`src/rtl/cost_table_loader_pkg.sv`:
```
// cost_table_loader_pkg
// Constants, state encoding and the cost type shared by the loader and by
// the JAM permutation solver.
package cost_table_loader_pkg;

  localparam int N      = 8;          // workers = jobs
  localparam int COST_W = 7;          // bits per cost entry
  localparam int IDX_W  = 3;          // log2(N)
  localparam int LB_W   = 10;         // holds N*(2^COST_W-1) = 1016
  localparam int DEPTH  = N * N;      // table entries
  localparam int ADDR_W = 2 * IDX_W;  // {W,J} address

  typedef logic [COST_W-1:0] cost_t;

  // Loader FSM encoding
  localparam logic [1:0] ST_LOAD  = 2'd0;
  localparam logic [1:0] ST_FINAL = 2'd1;
  localparam logic [1:0] ST_READY = 2'd2;

  function automatic cost_t cost_min(input cost_t a, input cost_t b);
    return (a < b) ? a : b;
  endfunction

endpackage

```
`src/rtl/cost_table_loader_if.sv`:
```
// cost_table_loader_if
// Cost beat stream into the loader.
//   in_valid : producer has a beat on in_data
//   in_data  : cost beat, row-major order
//   in_ready : loader takes the beat this cycle
// Handshake: a beat transfers on a rising clock edge where in_valid and
// in_ready are both high. The producer holds in_data stable while in_valid
// is high and not yet accepted; in_ready may depend combinationally on
// in_valid-independent loader state only.
interface cost_table_loader_if;
  import cost_table_loader_pkg::*;

  logic  in_valid;
  cost_t in_data;
  logic  in_ready;

  modport master (output in_valid, output in_data, input in_ready);
  modport slave  (input in_valid, input in_data, output in_ready);

endinterface

```
`src/rtl/cost_table_loader_cost_regfile.sv`:
```
// cost_regfile
// DEPTH x COST_W register file: one synchronous write port, one
// combinational read port, asynchronous active-low clear of every entry.
//   CLK, RST      : clock, async active-low clear
//   we/waddr/wdata: write port
//   raddr/rdata   : combinational read port
module cost_regfile
  import cost_table_loader_pkg::*;
(
  input  logic              CLK,
  input  logic              RST,
  input  logic              we,
  input  logic [ADDR_W-1:0] waddr,
  input  cost_t             wdata,
  input  logic [ADDR_W-1:0] raddr,
  output cost_t             rdata
);

  cost_t mem [DEPTH];

  always_ff @(posedge CLK or negedge RST) begin
    if (!RST) begin
      for (int i = 0; i < DEPTH; i++) begin
        mem[i] <= '0;
      end
    end else if (we) begin
      mem[waddr] <= wdata;
    end
  end

  assign rdata = mem[raddr];

endmodule

```
`src/rtl/cost_table_loader.sv`:
```
// cost_table_loader
// Loads the NxN cost matrix from a valid/ready stream, serves Cost at the
// solver's (W,J) address, accumulates the sum of row minima while loading
// and pulses start when the table is complete.
//   CLK, RST    : clock, async active-low reset
//   s_in        : cost beat stream (slave side)
//   reload      : one-cycle request to discard the table and reload
//   W, J        : solver read address
//   Cost        : table[W*N+J], combinational
//   table_ready : table complete and stable
//   start       : one-cycle pulse on entering READY
//   LowerBound  : sum of row minima, valid while table_ready=1
//   state_dbg   : current FSM state
module cost_table_loader
  import cost_table_loader_pkg::*;
(
  input  logic                 CLK,
  input  logic                 RST,
  cost_table_loader_if.slave   s_in,
  input  logic                 reload,
  input  logic [IDX_W-1:0]     W,
  input  logic [IDX_W-1:0]     J,
  output cost_t                Cost,
  output logic                 table_ready,
  output logic                 start,
  output logic [LB_W-1:0]      LowerBound,
  output logic [1:0]           state_dbg
);

  logic [1:0]        state;
  logic [ADDR_W-1:0] wr_ptr;
  cost_t             row_min;
  logic [LB_W-1:0]   lb_acc;

  logic  accept;
  logic  col_first;
  logic  col_last;
  cost_t row_cand;

  // reload wins over a beat offered in the same cycle
  assign s_in.in_ready = (state == ST_LOAD) && !reload;
  assign accept        = s_in.in_valid && s_in.in_ready;

  assign col_first = (wr_ptr[IDX_W-1:0] == '0);
  assign col_last  = (wr_ptr[IDX_W-1:0] == IDX_W'(N - 1));

  // Column 0 starts a fresh row minimum, ignoring the all-ones parking value.
  assign row_cand = col_first ? s_in.in_data : cost_min(row_min, s_in.in_data);

  always_ff @(posedge CLK or negedge RST) begin
    if (!RST) begin
      state       <= ST_LOAD;
      wr_ptr      <= '0;
      row_min     <= '1;
      lb_acc      <= '0;
      LowerBound  <= '0;
      table_ready <= 1'b0;
      start       <= 1'b0;
    end else if (reload) begin
      state       <= ST_LOAD;
      wr_ptr      <= '0;
      row_min     <= '1;
      lb_acc      <= '0;
      LowerBound  <= '0;
      table_ready <= 1'b0;
      start       <= 1'b0;
    end else begin
      start <= 1'b0;
      case (state)
        ST_LOAD: begin
          if (accept) begin
            wr_ptr <= wr_ptr + 1'b1;
            if (col_last) begin
              lb_acc  <= lb_acc + LB_W'(row_cand);
              row_min <= '1;
            end else begin
              row_min <= row_cand;
            end
            if (wr_ptr == ADDR_W'(DEPTH - 1)) begin
              state <= ST_FINAL;
            end
          end
        end
        // lb_acc includes the last row only from this cycle on.
        ST_FINAL: begin
          LowerBound  <= lb_acc;
          table_ready <= 1'b1;
          start       <= 1'b1;
          state       <= ST_READY;
        end
        ST_READY: begin
          state <= ST_READY;
        end
        default: begin
          state <= ST_LOAD;
        end
      endcase
    end
  end

  cost_regfile u_regfile (
    .CLK   (CLK),
    .RST   (RST),
    .we    (accept),
    .waddr (wr_ptr),
    .wdata (s_in.in_data),
    .raddr ({W, J}),
    .rdata (Cost)
  );

  assign state_dbg = state;

endmodule

```
`src/flat_wrapper.sv`:
```
// flat-port wrapper written by rule: the top's interface ports become plain ports
module cost_table_loader_flat import cost_table_loader_pkg::*;
  (CLK, RST, reload, W, J, Cost, table_ready, start, LowerBound, state_dbg, s_in_in_valid, s_in_in_data, s_in_in_ready);
  cost_table_loader_if s_in_i ();
  input  logic CLK;
  input  logic RST;
  input  logic reload;
  input  logic [IDX_W-1:0] W;
  input  logic [IDX_W-1:0] J;
  output cost_t Cost;
  output logic table_ready;
  output logic start;
  output logic [LB_W-1:0] LowerBound;
  output logic [1:0] state_dbg;
  input wire logic [$bits(s_in_i.in_valid)-1:0] s_in_in_valid;
  input wire logic [$bits(s_in_i.in_data)-1:0] s_in_in_data;
  output wire logic [$bits(s_in_i.in_ready)-1:0] s_in_in_ready;
  assign s_in_i.in_valid = s_in_in_valid;
  assign s_in_i.in_data = s_in_in_data;
  assign s_in_in_ready = s_in_i.in_ready;
  cost_table_loader u_core (.CLK(CLK), .RST(RST), .s_in(s_in_i), .reload(reload), .W(W), .J(J), .Cost(Cost), .table_ready(table_ready), .start(start), .LowerBound(LowerBound), .state_dbg(state_dbg));
endmodule
```
`config.mk`:
```
export PLATFORM = sky130hd
export DESIGN_NAME = cost_table_loader_flat
export DESIGN_NICKNAME = d
export VERILOG_FILES = /design/src/rtl/cost_table_loader_pkg.sv /design/src/rtl/cost_table_loader_if.sv /design/src/rtl/cost_table_loader_cost_regfile.sv /design/src/rtl/cost_table_loader.sv /design/src/flat_wrapper.sv
export SDC_FILE = /design/constraint.sdc
export NUM_CORES = 1
export LEC_CHECK = 0
export CAP_MARGIN = 15
export CORE_UTILIZATION = 48
export DETAILED_ROUTE_END_ITERATION = 8
export PLACE_DENSITY = 0.66
export SYNTH_ARGS = -nofsm -noshare
export SYNTH_HDL_FRONTEND = slang
export SYNTH_SLANG_ARGS = --single-unit
```
`constraint.sdc`:
```
create_clock -name CLK -period 3.45 [get_ports CLK]
set_input_delay 0.345 -clock CLK [delete_from_list [all_inputs] [get_ports CLK]]
set_output_delay 0.345 -clock CLK [all_outputs]
set_load 0.01 [all_outputs]
```
==> results.json <==
{
  "post_synth_instance_area_um2": 22400,
  "synth-warning-count": 0,
  "finalCritPeriodShare_pct": 95.4,
  "seq_area_frac_synth_pct": 54.3,
  "design.portCount": 39,
  "period_needed_ns": 3.29,
  "post_dr_wirelength_cell_um": 24.2,
  "die_area_um2": 47400,
  "crit_path_top_delay_cell": "sky130_fd_sc_hd__mux4_2",
  "post-place-ws_ns": -0.380,
  "detail_route.vias_per_cell": 6.01,
  "clock_transition_time_at_the_flip_flop_clock_pins_of_the_worst_setup_and_hold_paths_ns": 0.06,
  "cell_area_after_layout_um2": 25500,
  "post-synth-top-area-fraction_pct": 53.5,
  "fmaxAchievable_mhz": 304,
  "slew_headroom_pct": 25.3,
  "netlist-cell-type-count": 58,
  "crit_path_cell_trace": "buf_6 -> buf_4 -> buf_4 -> mux4_2 -> a22oi_1 -> nand3_1 -> o21ai_0 -> buf_4 -> a21oi_1 -> clkdlybuf4s50_1",
  "crit_path_start": "J[0]",
  "drv_cap": 0,
  "dieWidth_um": 218,
  "tritoncts": "built",
  "netlist.top_cell.by_area": "sky130_fd_sc_hd__dfrtp_1",
  "timing.critical_path.depth": 10,
  "r2r_start": "u_core.row_min[6]",
  "post-dp-hpwl_mm": 37.8,
  "cp_num_buf_inv": 5,
  "status": "complete, no violations",
  "p_per_area_nw_per_um2": 510,
  "clockRootBuffer": "sky130_fd_sc_hd__clkbuf_16",
  "dominant_synthesized_flop_cell": "sky130_fd_sc_hd__dfrtp_1",
  "grt-ovfl-total": 0,
  "multi_input_comb_area_um2": 9580,
  "die_y_um": 218,
  "cp_slowest_stage_delay_ns": 0.52,
  "seq_area_um2": 12100,
  "worstPathRequired_ns": 3.11,
  "clock_sinks": 485,
  "drtAntennaViolNets": 0,
  "cts-buffers-inserted": 51,
  "synth-seq-cells": 485,
  "critical_path_class": "in -> out",
  "crit_path_start_kind": "input port",
  "grt_use_total_pct": 26.4,
  "clock_insertion_delay_worst_skew_ns": 0.60,
  "timing.critical_path.max_delay_family": "buffers and inverters",
  "worstRegToRegCells": 13,
  "hold_slack_ns": 0.446,
  "synth-edff-count": 0,
  "postSynthNetCount": 1835,
  "detail_route.wirelength_mm": 60.0,
  "drive_gt1_share_pct": 30.9,
  "wire_length_of_the_first_global_routing_pass_mm": 94.4,
  "end_kind": "primary output",
  "maxSlewViolCount": 0,
  "layout_common_cells": "478 x sky130_fd_sc_hd__dfrtp_1, 282 x sky130_fd_sc_hd__nand2_1, 241 x sky130_fd_sc_hd__o21ai_0, 233 x sky130_fd_sc_hd__mux2_2, 112 x sky130_fd_sc_hd__mux4_2",
  "critical_path.most_common_cell": "sky130_fd_sc_hd__buf_4",
  "grt_start_max_net_pins": 108,
  "mostFrequentLayoutCell": "sky130_fd_sc_hd__dfrtp_1",
  "final_net_count": 1883,
  "synth-async-reset-ratio_pct": 100,
  "num_vias": 14900,
  "antenna_cells": 0,
  "finalSetupViolations": 0,
  "dr.first_iter.drc_count": 1215,
  "setup_tns_ns": 0,
  "power.ir.vdd_worst_v": 0.000386,
  "gp_routability_congestion": 0.850,
  "num_rows": 78,
  "nFillCells": 3761,
  "biggest_fanout_along_the_worst_timing_path": 21,
  "drc": 0,
  "syn-instance-count": 1798,
  "timing.final.hold_violations": 0,
  "synth.top_cells.by_area": "sky130_fd_sc_hd__dfrtp_1 53%, sky130_fd_sc_hd__mux2_2 12%, sky130_fd_sc_hd__mux4_2 11%, sky130_fd_sc_hd__o21ai_0 5.4%, sky130_fd_sc_hd__nand2_1 4.7%",
  "drt_pre_antenna_iters": 7,
  "dpl_cell_area_um2": 23700,
  "first_global_vias": 15500,
  "max-clock-path-buffers": 3,
  "post-route-worst-setup-slack_ns": 0.157,
  "worst-endpoint-arrival_ns": 2.95,
  "start_util_pct": 49.0,
  "flow.area_growth_from_synthesis_pct": 14.0,
  "hold_class": "in -> async",
  "synth_area_per_cell_um2": 12.4,
  "numPortBuffers": 38,
  "grt_setup_unrepaired": "no",
  "timing.clock.skew_ns": 0.0156,
  "p_leak_nw": 11.6,
  "design.core.area_um2": 45700,
  "design_power_total_w": 0.0130,
  "worst-slew-pin-transition_ns": 1.12,
  "antenna_found_initial": 0,
  "cts.htree.levels": 2
}
[layer usage]
layer  up-vias  GRT usage [%]  part of all wire, %
li1       6543              -                    -
met1      7848           36.4                   43
met2       405           42.8                   49
met3       123           4.56                  5.5
met4         0           7.88                  2.8
met5         -              0                    0
[repair_timing]
| item | 4_1_cts | 5_1_grt |
|---|---|---|
| setup buffers | 0 | 1 |
| pin swaps | 0 | 2 |
| setup endpoints to repair | 2 | 7 |
| resized for setup | 2 | 7 |
| hold buffers | 1 | 0 |
| hold endpoints to repair | 93 | 0 |
[cell families (layout without fill, tap and decap cells)]
| logic type | after synthesis | after routing | share of synthesized area, % |
|---|---|---|---|
| fa+ha+maj | 20 | 20 | 1.15 |
| mux | 368 | 368 | 24.0 |
| xor+xnor | 8 | 8 | 0.313 |
| flops | 485 | 485 | 54.3 |
| buf+inv | 151 | 237 | 2.93 |
| simple gates | 426 | 426 | 8.68 |
| compound gates | 340 | 340 | 8.56 |
[stage by stage]
step / util (%) / cells
floorplan: - / 1798
global route: 55.8 / 2484
CTS: 55.8 / 2483
finish: 55.8 / 2484
detailed placement: 52.0 / 2391
global placement: 52.0 / 2391
[final cells by class]
| cell class | count | area share [%] |
|---|---|---|
| clock buffers | 70 | 5.81 |
| clock inverters | 21 | 0.839 |
| inverters | 15 | 0.221 |
| multi-input cells | 1162 | 37.6 |
| flip-flops and latches | 485 | 47.6 |
| well taps | 600 | 2.95 |
| repair buffers | 131 | 4.94 |
[state kept, by name, indices dropped and copies added (netlist names)]
| register | cells |
|---|---|
| u_core.table_ready | 1 |
| u_core.LowerBound | 10 |
| u_core.state_dbg | 2 |
| u_core.row_min | 7 |
| u_core.start | 1 |
| u_core.wr_ptr | 6 |
| u_core.u_regfile.mem | 448 |
| u_core.lb_acc | 10 |
[path summary, 6_finish.rpt]
| check | endpoint | slack (ns) |
|---|---|---|
| setup / recovery | Cost[2] | 0.16 |
| hold / removal | u_core.u_regfile.mem[441] | 0.45 |
| setup reg to reg | u_core.lb_acc[6] | 0.21 |
| hold reg to reg | u_core.u_regfile.mem[36] | 0.48 |
| max in group asynchronous | u_core.lb_acc[1] | 2.03 |
| min in group CLK | u_core.u_regfile.mem[36] | 0.48 |
[cells in the mapped netlist (4+ instances only)]
library cell               count
sky130_fd_sc_hd__dfrtp_1     478
sky130_fd_sc_hd__nand2_1     282
sky130_fd_sc_hd__o21ai_0     242
sky130_fd_sc_hd__mux2_2      233
sky130_fd_sc_hd__mux4_2      112
sky130_fd_sc_hd__clkbuf_1    101
sky130_fd_sc_hd__nor2_1       33
sky130_fd_sc_hd__a21oi_1      26
sky130_fd_sc_hd__mux2i_1      23
sky130_fd_sc_hd__nor2_2       23
sky130_fd_sc_hd__a22oi_1      19
sky130_fd_sc_hd__ha_1         19
sky130_fd_sc_hd__buf_2        17
sky130_fd_sc_hd__inv_1        15
sky130_fd_sc_hd__nand3_1      12
sky130_fd_sc_hd__nor2b_1      12
sky130_fd_sc_hd__buf_4        10
sky130_fd_sc_hd__a211oi_1      8
sky130_fd_sc_hd__a22o_1        8
sky130_fd_sc_hd__nor2_4        8
sky130_fd_sc_hd__nor3_1        8
sky130_fd_sc_hd__dfstp_2       7
sky130_fd_sc_hd__nand2b_1      7
sky130_fd_sc_hd__o311ai_0      7
sky130_fd_sc_hd__and2_1        6
sky130_fd_sc_hd__o22ai_1       6
sky130_fd_sc_hd__xnor2_1       6
sky130_fd_sc_hd__and3_1        5
sky130_fd_sc_hd__or3_1         5
sky130_fd_sc_hd__buf_1         4
sky130_fd_sc_hd__buf_6         4
sky130_fd_sc_hd__nand3b_1      4
sky130_fd_sc_hd__nor3_2        4
sky130_fd_sc_hd__o32ai_1       4
sky130_fd_sc_hd__or4_1         4
[where the power goes]
part / leakage [nW] / total (W) / internal [W] / switching [W]
Combinational: 4.05 / 0.00141 / 0.000569 / 0.000840
Sequential: 6.73 / 0.00600 / 0.00589 / 0.000110
Clock: 0.843 / 0.00560 / 0.00329 / 0.00232
Total: 11.6 / 0.0130 / 0.00974 / 0.00327
(Power assumes the default switching activity.)
